**src/rtl/game_pkg.sv**
```systemverilog
`default_nettype none
// ============================================================================
//  Module      : game_pkg
//  Description : Shared types and constants for the dice-to-15 game:
//                choice-stage result codes, game status, controller states
//                and the die range helper.
//  Revision    : 1.0  initial release
// ============================================================================
package game_pkg;

    // Result returned by the choice stage with its completion pulse
    typedef enum logic [1:0] {
        RES_CONTINUE = 2'd0,
        RES_LOST     = 2'd1,
        RES_WON      = 2'd2
    } result_t;

    // Externally visible game status
    typedef enum logic [1:0] {
        GS_PLAYING = 2'd0,
        GS_LOST    = 2'd1,
        GS_WON     = 2'd2
    } game_state_t;

    // Sequencer states
    typedef enum logic [2:0] {
        ST_IDLE  = 3'd0,
        ST_SPIN  = 3'd1,
        ST_ISSUE = 3'd2,
        ST_WAIT  = 3'd3,
        ST_WON   = 3'd4,
        ST_LOST  = 3'd5
    } ctrl_state_t;

    localparam logic [3:0] TARGET_SCORE = 4'd15;
    localparam logic [2:0] DIE_MIN      = 3'd1;
    localparam logic [2:0] DIE_MAX      = 3'd6;

    // Next face of the die; any out-of-range value recovers to the lowest face
    function automatic logic [2:0] die_next(input logic [2:0] v);
        if ((v >= DIE_MAX) || (v < DIE_MIN)) begin
            return DIE_MIN;
        end
        return v + 3'd1;
    endfunction

endpackage
`default_nettype wire

```
**src/rtl/dice_counter.sv**
```systemverilog
`default_nettype none
// ============================================================================
//  Module      : dice_counter
//  Description : Free-running 1..6 die counter; advances one face per
//                enabled cycle and wraps 6 -> 1. Holds when not enabled.
//  Revision    : 1.0  initial release
// ============================================================================
module dice_counter
    import game_pkg::*;
#(
    parameter int DICE_START = 1
) (
    input  logic       clk,
    input  logic       rst_n,
    input  logic       en,
    output logic [2:0] value
);

    localparam logic [2:0] C_START = 3'(DICE_START);

    logic [2:0] r_value;

    // Die face register: advance while enabled, otherwise frozen
    always_ff @(posedge clk or negedge rst_n) begin
        if (!rst_n) begin
            r_value <= C_START;
        end else if (en) begin
            r_value <= die_next(r_value);
        end
    end

    assign value = r_value;

endmodule
`default_nettype wire

```
**src/rtl/dice_game_ctrl.sv**
```systemverilog
`default_nettype none
// ============================================================================
//  Module      : dice_game_ctrl
//  Description : Top-level sequencer for the dice-to-15 game. Spins the die
//                while roll is held, hands the stopped value to the choice
//                stage, then commits the returned score / round / outcome.
//                Optional macro TWO_PLAYER_EN adds a second score register
//                and alternates the active player after each CONTINUE.
//  Revision    : 1.0  initial release
// ============================================================================
module dice_game_ctrl
    import game_pkg::*;
#(
    parameter int MAX_ROUNDS = 15,
    parameter int DICE_START = 1
) (
    input  logic       clk,
    input  logic       rst_n,
    input  logic       roll,
    input  logic       choose_done,
    input  logic [1:0] choose_result,
    input  logic [3:0] choose_score,
    output logic       choose_pulse,
    output logic [2:0] roll_num,
    output logic [3:0] score,
    output logic       player,
    output logic [3:0] rounds,
    output logic [1:0] game_state
);

    localparam logic [4:0] C_MAX_ROUNDS = 5'(MAX_ROUNDS);

    ctrl_state_t r_state;
    ctrl_state_t w_state_nxt;
    logic        r_roll_q;
    logic        w_rise;
    logic        w_fall;
    logic        w_die_en;
    logic [3:0]  r_rounds;
    logic        w_last_round;
    result_t     w_result;
    game_state_t w_game_state;
    logic        w_commit_cont;
    logic        w_commit_won;
    logic        w_commit_lost;
    logic        w_clear;

    assign w_rise       = roll & ~r_roll_q;
    assign w_fall       = ~roll & r_roll_q;
    assign w_result     = result_t'(choose_result);
    assign w_last_round = ({1'b0, r_rounds} + 5'd1) == C_MAX_ROUNDS;

    // The fall cycle is the final value: the die does not step on it
    assign w_die_en = (r_state == ST_SPIN) && !w_fall;

    dice_counter #(
        .DICE_START (DICE_START)
    ) u_dice_counter (
        .clk   (clk),
        .rst_n (rst_n),
        .en    (w_die_en),
        .value (roll_num)
    );

    // Roll level history for edge detection
    always_ff @(posedge clk or negedge rst_n) begin
        if (!rst_n) begin
            r_roll_q <= 1'b0;
        end else begin
            r_roll_q <= roll;
        end
    end

    // Sequencer state register
    always_ff @(posedge clk or negedge rst_n) begin
        if (!rst_n) begin
            r_state <= ST_IDLE;
        end else begin
            r_state <= w_state_nxt;
        end
    end

    // Next-state decode and commit strobes for the data registers
    always_comb begin
        w_state_nxt   = r_state;
        w_commit_cont = 1'b0;
        w_commit_won  = 1'b0;
        w_commit_lost = 1'b0;
        w_clear       = 1'b0;
        case (r_state)
            ST_IDLE: begin
                if (w_rise) begin
                    w_state_nxt = ST_SPIN;
                end
            end
            ST_SPIN: begin
                if (w_fall) begin
                    w_state_nxt = ST_ISSUE;
                end
            end
            ST_ISSUE: begin
                w_state_nxt = ST_WAIT;
            end
            ST_WAIT: begin
                if (choose_done) begin
                    case (w_result)
                        RES_WON: begin
                            w_commit_won = 1'b1;
                            w_state_nxt  = ST_WON;
                        end
                        RES_LOST: begin
                            w_commit_lost = 1'b1;
                            w_state_nxt   = ST_LOST;
                        end
                        // CONTINUE and the unused code 3 both commit the score
                        default: begin
                            w_commit_cont = 1'b1;
                            w_state_nxt   = w_last_round ? ST_LOST : ST_IDLE;
                        end
                    endcase
                end
            end
            ST_WON, ST_LOST: begin
                if (w_rise) begin
                    w_clear     = 1'b1;
                    w_state_nxt = ST_SPIN;
                end
            end
            default: begin
                w_state_nxt = ST_IDLE;
            end
        endcase
    end

    // Round counter: cleared on a new game, bumped on each committed CONTINUE
    always_ff @(posedge clk or negedge rst_n) begin
        if (!rst_n) begin
            r_rounds <= 4'd0;
        end else if (w_clear) begin
            r_rounds <= 4'd0;
        end else if (w_commit_cont) begin
            r_rounds <= r_rounds + 4'd1;
        end
    end

`ifdef TWO_PLAYER_EN
    logic [1:0][3:0] r_score;
    logic            r_player;

    // Per-player scores; the active player alternates after each CONTINUE
    // that does not end the game, and is held on a win or loss
    always_ff @(posedge clk or negedge rst_n) begin
        if (!rst_n) begin
            r_score  <= '0;
            r_player <= 1'b0;
        end else if (w_clear) begin
            r_score  <= '0;
            r_player <= 1'b0;
        end else if (w_commit_cont) begin
            r_score[r_player] <= choose_score;
            if (!w_last_round) begin
                r_player <= ~r_player;
            end
        end else if (w_commit_won) begin
            r_score[r_player] <= TARGET_SCORE;
        end else if (w_commit_lost) begin
            r_score[r_player] <= 4'd0;
        end
    end

    assign score  = r_score[r_player];
    assign player = r_player;
`else
    logic [3:0] r_score;

    // Single score register for the only player
    always_ff @(posedge clk or negedge rst_n) begin
        if (!rst_n) begin
            r_score <= 4'd0;
        end else if (w_clear) begin
            r_score <= 4'd0;
        end else if (w_commit_cont) begin
            r_score <= choose_score;
        end else if (w_commit_won) begin
            r_score <= TARGET_SCORE;
        end else if (w_commit_lost) begin
            r_score <= 4'd0;
        end
    end

    assign score  = r_score;
    assign player = 1'b0;
`endif

    // Externally visible game status derived from the sequencer state
    always_comb begin
        w_game_state = GS_PLAYING;
        case (r_state)
            ST_WON:  w_game_state = GS_WON;
            ST_LOST: w_game_state = GS_LOST;
            default: w_game_state = GS_PLAYING;
        endcase
    end

    assign choose_pulse = (r_state == ST_ISSUE);
    assign rounds       = r_rounds;
    assign game_state   = w_game_state;

endmodule
`default_nettype wire

```
**config.mk**
```make
export PLATFORM = sky130hd
export DESIGN_NAME = dice_game_ctrl
export DESIGN_NICKNAME = d
export VERILOG_FILES = /design/src/rtl/game_pkg.sv /design/src/rtl/dice_counter.sv /design/src/rtl/dice_game_ctrl.sv
export SDC_FILE = /design/constraint.sdc
export NUM_CORES = 1
export LEC_CHECK = 0
export CAP_MARGIN = 20
export CORE_UTILIZATION = 50
export DETAILED_ROUTE_END_ITERATION = 8
export HOLD_SLACK_MARGIN = 0.1
export PLACE_DENSITY = 0.9
export SLEW_MARGIN = 10
export SYNTH_ARGS = -nofsm -noshare
export SYNTH_HDL_FRONTEND = slang
export SYNTH_SLANG_ARGS = --single-unit
```
**constraint.sdc**
```tcl
create_clock -name clk -period 3.6 [get_ports clk]
set_input_delay 0.36 -clock clk [delete_from_list [all_inputs] [get_ports clk]]
set_output_delay 0.36 -clock clk [all_outputs]
set_load 0.005 [all_outputs]
```
**After elaboration in Yosys (flattened, before gate mapping)**

Index checks and enable logic that the tools add are counted.
Widths: inputs -> output; s select.

- Memories kept: 0
- Input bits: 10
- Bits in read-only memories: 0
- Logic and storage cells: 63
- Flip-flop bits (word level): 15
- Latch bits: 0
- RAM bits: 0
- Output and inout port bits: 15

- Divide/modulo/power cells: 0
- Shift-type cells: 0
- Equality and inequality tests: 11
- Multiply operators: 0
- Magnitude comparators: 2
- Add/subtract/negate cells: 3
- Bitwise operators: 4
- Reduce and logical (&&, ||, !) cells: 10
- Mux-type cells: 28

Operator list:

| cell | number |
|---|---|
| $mux 4 | 6 |
| $mux 3 | 6 |
| $mux 1 | 13 |
| $pmux 3 s4 | 1 |
| $eq 3x2->1 const B | 2 |
| $eq 3x3->1 const B | 2 |
| $pmux 3 s2 | 1 |
| $add 4x1->5 const B | 1 |
| $eq 5x4->1 const B | 1 |
| $add 4x1->4 const B | 1 |
| $ne 2x2->1 const B | 2 |
| $pmux 2 s2 | 1 |
| $reduce_bool 4->1 | 1 |
| $reduce_or 2->1 | 2 |
| $add 3x1->3 const B | 1 |
| $eq 3x1->1 const B | 1 |
| $ge 3x3->1 const B | 1 |
| $logic_not 3->1 | 1 |
| $lt 3x1->1 const B | 1 |
| $reduce_and 3->1 | 1 |
| $reduce_or 3->1 | 1 |
| $and 1x1->1 | 2 |
| $eq 2x1->1 const B | 1 |
| $eq 2x2->1 const B | 1 |
| other kinds (6) | 7 |

**Depth between registers and ports, before layout**

- Depth in word-level cells: 8
- Mapped depth: 6
- Mapped depth without buffers: 6

**Hierarchy**

Synthesis repeated with hierarchy kept, for this count alone.

- Cell total of the unflattened synthesis: 94
- Area, all modules: 929.6 um^2

By module, submodules not included:

| module | sequential area each (um^2) | cells each | instances | area an instance (um^2) |
|---|---|---|---|---|
| dice_game_ctrl | 300.3 | 78 | 1 | 770.7 |
| dice_counter | 76.3 | 16 | 1 | 158.9 |

**Worst setup path before layout**

No wires, ideal clock.

- Path kind: input port to flip-flop
- From: in choose_result[0]
- To: reg r_score[0] (netlist: score[0])
- Data arrival time: 1466 ps
- Library setup time: 78 ps
- Buffers on the path: 0
- Cell stages on the path: 5
- Data required time: 3522 ps
- Slack: 2056 ps
- Cells stage by stage: inv_1 > ha_1 > or3_1 > a21oi_1 > o2bb2ai_1

- Cells in the longest elaborated chain, start to end: 7
- Elaborated cells on any way between the ends: 16
- Classes of those cells: eq/ne: 2; mux: 12; reduce/logical: 2

RTL lines:

| item | line | RTL |
|---|---|---|
| start, declared | dice_game_ctrl.sv:21 | `input logic [1:0] choose_result,` |
| $eq 2x2->1 / $eq 2x1->1 (equally long branches) | dice_game_ctrl.sv:106 | `case (w_result)` |
| $mux 1 / $reduce_or 2->1 (equally long branches) | - |  |
| $mux 1, on equally long branches | dice_game_ctrl.sv:105, dice_game_ctrl.sv:106 |  |
| $mux 1, on equally long branches | dice_game_ctrl.sv:90, dice_game_ctrl.sv:105 |  |
| $mux 4 / $mux 1 (equally long branches) | dice_game_ctrl.sv:184, dice_game_ctrl.sv:90 |  |
| $mux 4 | dice_game_ctrl.sv:182 | `end else if (w_commit_cont) begin` |
| $mux 4 | dice_game_ctrl.sv:180 | `end else if (w_clear) begin` |
| end signal, assigned | dice_game_ctrl.sv:183 | `r_score <= choose_score;` |
| end, declared | dice_game_ctrl.sv:174 | `logic [3:0] r_score;` |

Parallel ways exist; a longest one is shown, timed or not.
A chain may end at the register's enable or synchronous reset.

**Worst setup path after layout**

- From: reg r_state[1]
- To: out game_state[0]

- Cells in the longest elaborated chain, start to end: 2
- Elaborated cells on any way between the ends: 3
- Classes of those cells: eq/ne: 2; mux: 1

RTL lines:

| item | line | RTL |
|---|---|---|
| start, declared | dice_game_ctrl.sv:33 | `ctrl_state_t r_state;` |
| start signal, assigned | dice_game_ctrl.sv:79 | `r_state <= w_state_nxt;` |
| $eq 3x3->1 | dice_game_ctrl.sv:198 | `case (r_state)` |
| $pmux 2 s2 (*) | dice_game_ctrl.sv:198 |  |
| end, declared | dice_game_ctrl.sv:28 | `output logic [1:0] game_state` |

Every way passes the cells marked *; elsewhere a longest branch is shown, timed or not.

==> Flow_metrics.wiki <==
{| class="wikitable"
! Metric !! Value
|-
| Critical R2R Launch || r_state[2]
|-
| Total routing usage reported by global routing || 21.2%
|-
| Share of final-layout standard cells stronger than drive strength 1 || 8.20%
|-
| Antenna fix cells || 0
|-
| Number of enable flip-flop cells after synthesis || 0
|-
| Fraction of registers with async set/reset || 100%
|-
| Compound-Gate Fraction of Synth Area || 18.6%
|-
| Max frequency || 507 MHz
|-
| Required @ worst endpoint || 3.24 ns
|-
| Number of register bits inferred by synthesis || 15
|-
| Top library cells by usage in the layout, fill and taps aside || sky130_fd_sc_hd__clkdlybuf4s50_1, sky130_fd_sc_hd__dfrtp_1, sky130_fd_sc_hd__nor2_1
|-
| Maximum cell stage delay along the critical path || 0.50 ns
|-
| Number of primary I/O pins || 25
|-
| Hold violation count in the final report || 0
|-
| Placed cells || 143
|-
| Maximum vdd drop || 371 µV
|-
| Data arrival time at the worst-slack endpoint || 1.61 ns
|-
| Number of clock sinks || 15
|-
| Die width || 44.7 µm
|-
| Post-route DRC violation count || 0
|-
| Cells along the critical path || nand2b_1 -> nor2_1 -> clkdlybuf4s50_1
|-
| Number of pins with negative max-slew slack in the final report || 0
|-
| Effective utilization at floorplan || 53.3%
|-
| Quantity of I/O buffers inserted on ports || 23
|-
| Half-perimeter wire length of the detailed placement result || 1.41 mm
|-
| Filler-free cell count of the finished design || 147
|-
| Mapped cell area || 910 µm²
|-
| Slowest-stage cell, CP || sky130_fd_sc_hd__clkdlybuf4s50_1
|-
| Most common cell after layout, fill and taps aside || sky130_fd_sc_hd__clkdlybuf4s50_1
|-
| Fin Hold WS || 0.468 ns
|-
| Transition time of the tightest slew-check pin || 0.691 ns
|-
| Number of max-cap violations || 0
|-
| WS Path Type || reg -> out
|-
| Predominant post-synthesis flop cell || sky130_fd_sc_hd__dfrtp_1
|-
| Main combinational cell family by area after synthesis || simple AND/OR/NAND/NOR gates
|-
| Total number of vias || 780
|-
| Total wire length after detailed routing || 1.84 mm
|-
| Part of the cycle the worst path needs || 54.8%
|-
| Minimum clock period || 1.97 ns
|-
| Die Y-Extent || 44.7 µm
|-
| Number of nets with antenna violations after detailed routing || 0
|-
| Largest net degree at the start of global routing || 16
|-
| Skew-Pair Late Insertion Delay || 0.30 ns
|-
| Startpoint kind of the worst setup timing path || flop
|-
| Fraction of the mapped netlist area in adder cells || 8.25%
|-
| Number of antenna violations at the first check in global routing || 0
|-
| Wire per inst || 12.5 µm
|-
| Placer Congestion || 0.748
|-
| CTS tree || yes
|-
| Wire length of the first global-routing pass || 3.00 mm
|-
| Core box area || 0.00171 mm²
|-
| Vias per Instance || 5.31
|-
| Syn_nets || 114
|-
| Setup tns final || 0 ns
|-
| Crit path setup slack, layout || 1.63 ns
|-
| Minimum setup slack after placement || 1.40 ns
|-
| Vias in the first global route || 700
|-
| Run status || finished clean
|-
| Placement row count || 15
|-
| Power consumption || 759 µW
|-
| Basic-gate share of the synthesized area counting and, or, nand and nor cells || 21.7%
|-
| Portion of the post-synthesis area used by sequential elements || 41.4%
|-
| Area growth from synthesis to layout || 29.2%
|-
| Post-CTS clock slew at the launch and capture registers of the worst setup and hold paths || 0.10 ns
|-
| Largest driver fanout on the critical path || 8
|-
| Layout Nets || 139
|-
| Design Area, Final || 0.00117 mm²
|-
| Cell at the root of the clock tree || sky130_fd_sc_hd__clkbuf_4
|-
| Synth Area in XOR/XNOR || 1.93%
|-
| Detailed Route Iter0 Violations || 10
|-
| First-pass DRT Iterations || 4
|-
| Worst setup startpoint || r_state[1]
|-
| Proportion of synthesized area in mux cells || 2.20%
|-
| Path type of the worst min-delay path || in -> async
|-
| Mapped Avg Cell Area || 9.28 µm²
|-
| Final global-route overflow total || 0
|-
| Kind of end point of the critical path || primary output
|-
| Slew headroom || 53.8%
|-
| Post-CTS resize count || 0
|-
| Cts bufs inserted || 3
|-
| Setup violators final || 0
|-
| Placed instance area || 0.00115 mm²
|-
| Post-CTS repair timing setup buffer count || 0
|-
| Power density normalized to cell area || 646 mW/mm²
|-
| Number of cells produced by synthesis || 98
|-
| CTS H-Tree Depth || 1
|-
| Total Die Area || 0.00199 mm²
|-
| Buffers from clock root to sink, at most || 2
|-
| CTS Hold Bufs || 0
|-
| Final core utilization || 68.8%
|-
| Clock skew after layout || 0.0130 ns
|-
| Leakage power total || 0.529 nW
|-
| Distinct cell type count of the synthesized netlist || 35
|-
| Unrepaired setup endpoints after global routing || false
|-
| Total number of yosys warnings || 0
|}
[where the power goes]
| group | internal, mW | total [mW] | switching (mW) |
|---|---|---|---|
| logic | 0.204 | 0.344 | 0.141 |
| clock network | 0.0414 | 0.101 | 0.0597 |
| registers | 0.236 | 0.313 | 0.0776 |
| total | 0.481 | 0.759 | 0.278 |
[worst max-delay path: cells and delay by family (launching register included)]
family | cells | cell delay [ns]
DFF | 1 | 0.46
buffers and inverters | 1 | 0.50
and+or+nand+nor | 2 | 0.35
[cell families after synthesis]
| group | count (synthesis) |
|---|---|
| AOI/OAI and AO/OA | 24 |
| DFF | 15 |
| and+or+nand+nor | 38 |
| muxes | 2 |
| adders and majority gates | 6 |
| xor gates and xnor gates | 2 |
| other | 1 |
| buffers and inverters | 10 |
[final cells by class]
type                            instances  area, µm²
Timing Repair Buffer                   23        230
Fill cell                             137        533
Inverter                                7       26.3
Clock buffer                            3       22.5
Clock inverter                          1       5.00
Sequential cell                        15        377
Multi-Input combinational cell         73        483
Tap cell                               25       31.3
[flip-flops by register name, indices dropped and copies added (netlist names)]
register and cells:
r_state 3, r_roll_q 1, u_dice_counter.value 3, score 4
rounds 4
[per-layer routing]
metal	track usage, %	vias to the layer above	wire length (µm)
li1	-	388	-
met1	26.2	369	846
met2	33.5	17	865
met3	3.67	6	66
met4	14.5	0	60
met5	0	-	0
[synth_stat cells (2+ instances only)]
library cell	number	area share [%]
sky130_fd_sc_hd__a21oi_1	3	1.7
sky130_fd_sc_hd__dfrtp_1	14	39
sky130_fd_sc_hd__ha_1	6	8.3
sky130_fd_sc_hd__inv_1	6	2.5
sky130_fd_sc_hd__mux2i_1	2	2.2
sky130_fd_sc_hd__nand2_1	6	2.5
sky130_fd_sc_hd__nand2b_1	3	2.1
sky130_fd_sc_hd__nand3_1	4	2.2
sky130_fd_sc_hd__nor2_1	11	4.5
sky130_fd_sc_hd__nor2b_1	6	4.1
sky130_fd_sc_hd__nor3_1	2	1.1
sky130_fd_sc_hd__o21ai_0	5	2.8
sky130_fd_sc_hd__o21ai_1	3	1.7
sky130_fd_sc_hd__o2bb2ai_1	5	4.8
sky130_fd_sc_hd__xor2_1	2	1.9
[path summary, 6_finish.rpt]
path	end	slack, ns	cells after the start
hold reg to reg	score[2]	0.49	1
max in group asynchronous	rounds[3]	2.68	1
hold / removal	u_dice_counter.value[1]	0.47	1
setup / recovery	game_state[0]	1.63	3
setup reg to reg	score[3]	2.01	4
min in group clk	score[2]	0.49	1
Note: power is estimated with default switching activity, not from simulation.
